==> config.mk <==
export PLATFORM = sky130hd
export DESIGN_NAME = lsu_stage
export DESIGN_NICKNAME = d
export VERILOG_FILES = /design/src/rtl/lsu_pkg.sv /design/src/rtl/lsu_align.sv /design/src/rtl/lsu_stage.sv
export SDC_FILE = /design/constraint.sdc
export NUM_CORES = 1
export LEC_CHECK = 0
export BUFFER_PORTS_ARGS = -buffer_cell sky130_fd_sc_hd__buf_2
export CORE_MARGIN = 2
export CORE_UTILIZATION = 48
export CTS_CLUSTER_SIZE = 25
export DETAILED_ROUTE_END_ITERATION = 10
export PLACE_DENSITY = 0.87
export SLEW_MARGIN = 0
export SYNTH_ARGS = -nofsm -noshare
export SYNTH_HDL_FRONTEND = slang
export SYNTH_SLANG_ARGS = --single-unit
==> constraint.sdc <==
create_clock -name clk -period 1.9 [get_ports clk]
set_input_delay 0.095 -clock clk [delete_from_list [all_inputs] [get_ports clk]]
set_output_delay 0.095 -clock clk [all_outputs]
set_load 0.02 [all_outputs]
==> src/rtl/lsu_pkg.sv <==
`default_nettype none
// ============================================================================
// Module  : lsu_pkg
// Purpose : Shared types, funct3 encodings and lane helpers for the LSU.
// Rev     : 1.0  initial release
// ============================================================================
package lsu_pkg;

    typedef enum logic [1:0] {
        IDLE = 2'd0,
        BUSY = 2'd1,
        DONE = 2'd2
    } lsu_state_t;

    localparam logic [2:0] F3_B  = 3'b000;
    localparam logic [2:0] F3_H  = 3'b001;
    localparam logic [2:0] F3_W  = 3'b010;
    localparam logic [2:0] F3_BU = 3'b100;
    localparam logic [2:0] F3_HU = 3'b101;

    // Only the five standard load/store encodings reach memory.
    function automatic logic f3_legal(input logic [2:0] funct3);
        return (funct3 == F3_B) || (funct3 == F3_H) || (funct3 == F3_W) ||
               (funct3 == F3_BU) || (funct3 == F3_HU);
    endfunction

    // Drop the low address bits that a half or word access cannot use.
    function automatic logic [1:0] align_lo(input logic [1:0] size, input logic [1:0] addr_lo);
        case (size)
            2'b00:   return addr_lo;
            2'b01:   return {addr_lo[1], 1'b0};
            default: return 2'b00;
        endcase
    endfunction

    // Byte enables for a size (funct3[1:0]) at an already-aligned offset.
    function automatic logic [3:0] be_gen(input logic [1:0] size, input logic [1:0] addr_lo);
        case (size)
            2'b00:   return 4'b0001 << addr_lo;
            2'b01:   return 4'b0011 << addr_lo;
            default: return 4'b1111;
        endcase
    endfunction

    // Pick the addressed byte/half out of a memory word and extend it.
    function automatic logic [31:0] load_ext(input logic [31:0] word, input logic [2:0] funct3,
                                             input logic [1:0] addr_lo);
        logic [31:0] shifted;
        shifted = word >> {addr_lo, 3'b000};
        case (funct3)
            F3_B:    return {{24{shifted[7]}}, shifted[7:0]};
            F3_H:    return {{16{shifted[15]}}, shifted[15:0]};
            F3_W:    return word;
            F3_BU:   return {24'd0, shifted[7:0]};
            F3_HU:   return {16'd0, shifted[15:0]};
            default: return 32'd0;
        endcase
    endfunction

endpackage
`default_nettype wire

==> src/rtl/lsu_align.sv <==
`default_nettype none
// ============================================================================
// Module  : lsu_align
// Purpose : Combinational lane steering: store replication / byte enables and
//           load byte/half extraction with sign or zero extension.
// Rev     : 1.0  initial release
// ============================================================================
module lsu_align
    import lsu_pkg::*;
(
    input  logic [1:0]  i_stSize,
    input  logic [1:0]  i_stAddrLo,
    input  logic [31:0] i_stData,
    input  logic [2:0]  i_ldFunct3,
    input  logic [1:0]  i_ldAddrLo,
    input  logic [31:0] i_ldWord,
    output logic [1:0]  o_stAddrLo,
    output logic [3:0]  o_stBe,
    output logic [31:0] o_stData,
    output logic [31:0] o_ldData
);

    logic [1:0] w_alignedLo;

    assign w_alignedLo = align_lo(i_stSize, i_stAddrLo);
    assign o_stAddrLo  = w_alignedLo;
    assign o_stBe      = be_gen(i_stSize, w_alignedLo);

    // Replicate narrow store data across every lane so the byte enables alone pick the target.
    always_comb begin
        case (i_stSize)
            2'b00:   o_stData = {4{i_stData[7:0]}};
            2'b01:   o_stData = {2{i_stData[15:0]}};
            default: o_stData = i_stData;
        endcase
    end

    assign o_ldData = load_ext(i_ldWord, i_ldFunct3, i_ldAddrLo);

endmodule
`default_nettype wire

==> src/rtl/lsu_stage.sv <==
`default_nettype none
// ============================================================================
// Module  : lsu_stage
// Purpose : Load/store unit between the M stage and data memory. Accepts one
//           request, holds the pipeline while memory is busy, returns the
//           extended load result in a one-cycle DONE slot.
// Config  : LSU_MISALIGN_TRAP_EN - misaligned H/W accesses raise excM and skip
//           memory instead of being forced to alignment.
// Rev     : 1.0  initial release
// ============================================================================
module lsu_stage
    import lsu_pkg::*;
#(
    parameter int ADDR_W = 32,
    parameter int MEM_AW = 8
) (
    input  logic              clk,
    input  logic              reset,
    input  logic              memreadM,
    input  logic              memwriteM,
    input  logic [2:0]        funct3M,
    input  logic [ADDR_W-1:0] addrM,
    input  logic [31:0]       wdataM,
    output logic              stallM,
    output logic [31:0]       loaddataM,
    output logic              load_validM,
    output logic              mem_req,
    output logic              mem_we,
    output logic [MEM_AW-1:0] mem_addr,
    output logic [31:0]       mem_wdata,
    output logic [3:0]        mem_be,
    input  logic              mem_ready,
    input  logic [31:0]       mem_rdata,
    output logic              excM
);

    lsu_state_t        r_state;
    logic              r_we;
    logic [2:0]        r_funct3;
    logic [1:0]        r_addrLo;
    logic [MEM_AW-1:0] r_wordAddr;
    logic [3:0]        r_be;
    logic [31:0]       r_wdata;

    logic              w_req;
    logic              w_busy;
    logic              w_misTrap;
    logic              w_skip;
    logic [1:0]        w_alignedLo;
    logic [3:0]        w_be;
    logic [31:0]       w_wdata;
    logic [31:0]       w_ldData;
    logic              w_unusedAddrHi;

    assign w_unusedAddrHi = ^addrM[ADDR_W-1:MEM_AW+2];

    assign w_req  = memreadM | memwriteM;
    assign w_busy = (r_state == BUSY);

`ifdef LSU_MISALIGN_TRAP_EN
    assign w_misTrap = ((funct3M[1:0] == 2'b01) && addrM[0]) ||
                       ((funct3M == F3_W) && (addrM[1:0] != 2'b00));
`else
    assign w_misTrap = 1'b0;
`endif

    // Requests that never touch memory go straight from IDLE to DONE.
    assign w_skip = !f3_legal(funct3M) || w_misTrap;

    lsu_align u_align (
        .i_stSize   (funct3M[1:0]),
        .i_stAddrLo (addrM[1:0]),
        .i_stData   (wdataM),
        .i_ldFunct3 (r_funct3),
        .i_ldAddrLo (r_addrLo),
        .i_ldWord   (mem_rdata),
        .o_stAddrLo (w_alignedLo),
        .o_stBe     (w_be),
        .o_stData   (w_wdata),
        .o_ldData   (w_ldData)
    );

    // Stall on the accept cycle (before state changes) and throughout BUSY.
    assign stallM = w_busy || ((r_state == IDLE) && w_req);

    // Memory side is quiet outside BUSY and held from the request registers inside it.
    assign mem_req   = w_busy;
    assign mem_we    = w_busy & r_we;
    assign mem_addr  = w_busy ? r_wordAddr : '0;
    assign mem_wdata = w_busy ? r_wdata : 32'd0;
    assign mem_be    = w_busy ? r_be : 4'd0;

    // Request FSM: latch on accept, wait for ready, present result for one DONE cycle.
    always_ff @(posedge clk) begin
        if (reset) begin
            r_state     <= IDLE;
            r_we        <= 1'b0;
            r_funct3    <= 3'd0;
            r_addrLo    <= 2'd0;
            r_wordAddr  <= '0;
            r_be        <= 4'd0;
            r_wdata     <= 32'd0;
            loaddataM   <= 32'd0;
            load_validM <= 1'b0;
            excM        <= 1'b0;
        end else begin
            load_validM <= 1'b0;
            excM        <= 1'b0;
            case (r_state)
                IDLE: begin
                    if (w_req) begin
                        r_we       <= memwriteM;
                        r_funct3   <= funct3M;
                        r_addrLo   <= w_alignedLo;
                        r_wordAddr <= addrM[MEM_AW+1:2];
                        r_be       <= w_be;
                        r_wdata    <= w_wdata;
                        if (w_skip) begin
                            r_state   <= DONE;
                            excM      <= 1'b1;
                            loaddataM <= 32'd0;
                        end else begin
                            r_state <= BUSY;
                        end
                    end
                end
                BUSY: begin
                    if (mem_ready) begin
                        r_state <= DONE;
                        if (r_we) begin
                            loaddataM <= 32'd0;
                        end else begin
                            loaddataM   <= w_ldData;
                            load_validM <= 1'b1;
                        end
                    end
                end
                DONE:    r_state <= IDLE;
                default: r_state <= IDLE;
            endcase
        end
    end

endmodule
`default_nettype wire

Word-level counts from Yosys, hierarchy flattened
Index checks and enable logic that the tools add are counted.
- register bits after elaboration: 86
- input port bits: 104
- output and inout port bits: 81
- logic and storage cells: 66
- eq/ne operators: 13
- shift operators: 3
- mux-type cells: 18
- bitwise operators: 6
- reductions and logical operators: 16
- operators with widths (cell ; number):
    two-way mux 32 bit ; 5
    case mux 32 bit (5 select lines) ; 1
    case mux 32 bit (2 select lines) ; 2
    right shift 32 x 5 -> 16 bit ; 1
    equality test 3 bit (second input constant) ; 4
    two-way mux 8 bit ; 1
    case mux 2 bit (2 select lines) ; 2
    case mux 4 bit (2 select lines) ; 1
    equality test 3 x 1 -> 1 bit (second input constant) ; 2
    equality test 3 x 2 -> 1 bit (second input constant) ; 2
    zero test 3 bit ; 2
    two-way mux 2 bit ; 3
    != test 2 bit (second input constant) ; 3
    OR reduction 3 bit ; 2
    logical OR 1 bit ; 5
    equality test 2 x 1 -> 1 bit (second input constant) ; 2
    zero test 2 bit ; 2
    two-way mux 4 bit ; 1
    inverter 1 bit ; 4
    AND reduction 2 bit ; 2
    AND reduction 4 bit ; 1
    left shift 1 x 2 -> 4 bit (first input constant) ; 1
    left shift 2 x 2 -> 4 bit (first input constant) ; 1
    two-way mux 1 bit ; 2
    4 further kinds ; 4

Logic depth before layout (Yosys ltp)
- depth after elaboration: 8
- gate-level depth with buffers: 6
- gate-level depth less buffers: 4

Modules after synthesis
From an unflattened synthesis, not the netlist that was laid out.
- cell total of the unflattened synthesis: 565
- area, all modules: 4722.0 um^2
- by module, submodules not included (module ; instances ; cells each ; area an instance (um^2) ; sequential area each (um^2)):
    lsu_stage ; 1 ; 370 ; 3348.2 ; 1721.7
    lsu_align ; 1 ; 195 ; 1373.8 ; 0.0

Least setup slack after synthesis
Ideal clock, no wire load.
- path kind: reg-to-reg
- from: register r_addrLo[1]
- to: register loaddataM[11]
- setup time: 128 ps
- arrival time: 1445 ps
- data required time: 1772 ps
- setup slack: 328 ps
- cell stages (with the launch flop): 6
- buffers on the path: 1
- clock period less this slack: 1572 ps
- path through: dfxtp_1 -> buf_6 -> mux4_2 -> nor4b_4 -> a211oi_1 -> o21ai_1
- word-level cells in the longest chain between the ends: 5
- RTL lines (item ; RTL line ; RTL):
    start, declared ; lsu_stage.sv:40 ; logic [1:0] r_addrLo;
    start signal, assigned ; lsu_stage.sv:114 ; r_addrLo <= w_alignedLo;
    right shift 32 x 5 -> 16 bit ; lsu_pkg.sv:49 ; shifted = word >> {addr_lo, 3'b000};
    case mux 32 bit (5 select lines) ; lsu_pkg.sv:50 ; case (funct3)
    two-way mux 32 bit ; lsu_stage.sv:130 ; if (r_we) begin
    two-way mux 32 bit ; lsu_stage.sv:128 ; if (mem_ready) begin
    case mux 32 bit (2 select lines) ; lsu_stage.sv:109 ; case (r_state)
    end signal, assigned ; lsu_stage.sv:133 ; loaddataM <= w_ldData;
    end, declared ; lsu_stage.sv:25 ; output logic [31:0] loaddataM,
Every way passes these cells. The select of a mux whose other input is x is not followed.
A chain may end at the register's enable or synchronous reset.

Final worst setup path
- from: register r_state[1]
- to: output port mem_wdata[9]
- word-level cells in the longest chain between the ends: 2
- RTL lines (item ; RTL line ; RTL):
    start, declared ; lsu_stage.sv:37 ; lsu_state_t r_state;
    start signal, assigned ; lsu_stage.sv:96 ; r_state <= IDLE;
    start signal, assigned ; lsu_stage.sv:119 ; r_state <= DONE;
    start signal, assigned ; lsu_stage.sv:123 ; r_state <= BUSY;
    equality test 2 x 1 -> 1 bit ; lsu_stage.sv:58 ; assign w_busy = (r_state == BUSY);
    two-way mux 32 bit ; lsu_stage.sv:90 ; assign mem_wdata = w_busy ? r_wdata : 32'd0;
    end, declared ; lsu_stage.sv:30 ; output logic [31:0] mem_wdata,
Every way passes these cells.

==> impl_metrics.toml <==
[timing]
grt_setup_unrepaired = "false"
finalSetupTns_ps = 0
fin_skew_ps = 8.506
max_freq_mhz = 576.5
finalSetupViolCount = 0
hold_slack_ps = 18.68
period_needed_ps = 1735
final.period_utilization = 0.9130
relSlewSlack = 0.6323
drv_slew = 0
tightest_slew_ps = 543.8
hold_violations = 0

[floorplan]
die_area_sq_mm = 0.009681
dieHeight_um = 98.39
initial_core_util = 0.4928
die_w_um = 98.39
core_sq_mm = 0.008678
ios = 185
num_rows = 34

[yosys]
yosys_warnings = 0
synth_area_leader_cell = "dfxtp_1"
ys_ff_latch = 86
synth_seq_area_share = 0.4026
syn_inst = 527
synth.distinct_cells = 40
netlist.area_leader.share = 0.4026
syn_area_sq_mm = 0.004277
syn_nets = 631
synth_area_per_cell_sq_um = 8.115
synth_area_leaders = "dfxtp_1 40%, nand2_1 9.8%, and2_1 6.6%, mux2i_1 5.6%, a21oi_1 3.9%"

[clock_network]
clk_latency_ps = 360
clockRootBuffer = "clkbuf_8"
htreeDepth = 3
cts_num_sinks = 86
cts_made_buffers = 9
cts_buffer_depth = 2
cts_tree = "done"
clk_pin_slew_worst_paths_ps = 90

[global_route]
grt_usage = 0.2562
grt.overflow.total = 0
grt_pass1_wl_um = 20510
grt_max_degree = 67
antenna_found_initial = 0
busiest_layer = "met2"
met3_usage = 0.06514
grt_pass1_vias = 4322
grtUsageMet2 = 0.4207
grt_util_met1 = 0.3183

[critical_path]
cp_num_buf_inv = 3
cp_data_arrival_time_ps = 1640
crit_path_start_kind = "flip-flop"
cp.required_ps = 1800
path_cells = "nand2b_1 > inv_1 > buf_6 > and2_1 > buf_2"
crit_slowest_cell = "dfxtp_1"
crit_type = "flip-flop to primary output"
crit_path_end_kind = "primary output"
max_stage_delay_ps = 340
critical_path.top_delay_family = "buffers and inverters"
crit_fanout = 47

[layout]
fin_util = 0.6403
fin_area_sq_mm = 0.005557
nFillCells = 732
antenna_cells = 0
layout-drive-gt1-share = 0.3110
layout_commonest_cell = "buf_2"
area_growth_pct = 29.93
layout_common_cells = "162 x buf_2, 112 x nand2_1, 85 x dfxtp_1"
nets = 787

[drt]
dr.pass1.iters = 5
viasPerCell = 5.666
drc = 0
wire_per_inst_um = 15.99
drtIter0Drc = 225
routed_wl_um = 12730
ant_nets = 0
vias = 4510

[power_and_ir_drop]
p_leak_nw = 2.506
ir_drop_mv = 0.4867
p_per_area_mw_per_mm2 = 821.9
power.total_mw = 4.567

[place]
numPortBuffers = 162
gp_congestion = 0.8884
place_hpwl_um = 8934
dpl-instance-area_sq_mm = 0.005210

[min_path]
hold_class = "primary input to flip-flop"

[flow_run]
timing.max_cap.violations = 0

[status]
status = "complete, no violations"
-- timing repair --
action	4_1_cts	5_1_grt
setup buffers	0	0
endpoints found under the hold margin	10	0
hold buffers	10	0
gates resized for setup	1	3
setup endpoints to repair	1	22
-- report_power, final --
part	internal [mW]	switching, mW
logic	0.437	0.648
registers	1.94	0.0773
clock network	0.777	0.685
-- final cells by class --
class / instances / area [sq um] / area share
timing repair buffer: 190 / 1087 / 0.1957
clock buffer: 11 / 141.4 / 0.02544
multi-input combinational: 394 / 2380 / 0.4283
sequential: 86 / 1723 / 0.3101
inverter: 2 / 7.507 / 0.001351
tap: 108 / 135.1 / 0.02432
clock inverter: 5 / 82.58 / 0.01486
-- synth_stat cells --
master,n
a311oi_4,1
nand2b_4,1
and2_1,45
or3b_1,1
a21oi_1,33
nand3_1,2
nor2b_1,9
a211oi_1,17
a22oi_1,18
o311ai_0,1
o2bb2ai_1,8
o21a_1,2
mux4_2,2
a311oi_1,8
buf_1,4
o21ai_0,21
mux2i_1,24
nor3_1,6
a221oi_1,7
or2_1,1
o21ai_1,29
buf_2,16
nand2_1,112
clkbuf_1,22
nor4b_4,1
inv_1,2
nor2_1,27
buf_6,1
nand2b_1,3
a2bb2oi_2,1
o211ai_1,1
nor3_2,1
nor4bb_1,1
or3_1,1
a311oi_2,1
and3b_1,1
buf_4,2
mux2_2,7
dfxtp_1,86
or2_2,1
-- logic make-up after synthesis --
group	after synthesis	share of synthesized area
flip-flops	86	0.4026
AO/OA/AOI/OAI	148	0.2262
buffers and inverters	47	0.04944
AND/OR/NAND/NOR	213	0.2367
multiplexers	33	0.08514
-- worst register-to-register path: cells and delay by family (launching register included) --
family	cells	cell delay (ps)
flops	1	430
mux	1	560
compound gates	3	590
-- final timing paths --
kind	end	cells past startpoint	startpoint	slack, ps
worst max register to register	loaddataM[31]$_SDFFE_PP0P_	4	r_addrLo[1]$_SDFFE_PP0P_	200
worst min-delay path	r_wdata[3]$_SDFFE_PP0P_	3	wdataM[3]	20
worst min register to register	loaddataM[28]$_SDFFE_PP0P_	2	loaddataM[28]$_SDFFE_PP0P_	450
worst max-delay path	mem_wdata[9]	5	r_state[1]$_SDFFE_PP0P_	170
-- metal layers --
metal	wire length [um]	vias to the layer above
met1	5019	2082
met5	0	-
met4	350	0
met2	6114	246
li1	-	2148
met3	1243	34
-- registers in the layout, indices dropped and copies added, names as in the netlist --
register and count:
r_state 2, r_we 1, r_be 4, load_validM 1
r_funct3 3, excM 1, r_wordAddr 8, r_wdata 32
loaddataM 32, r_addrLo 2
-- stage by stage --
step | setup slack [ps] | cells
global placement | 126.7 | 770
finish | 165.3 | 796
floorplan | 327.8 | 527
CTS | 72.91 | 796
global route | 50.04 | 796
detailed placement | 24.88 | 770
No activity file was read; power rests on OpenSTA's default activity.
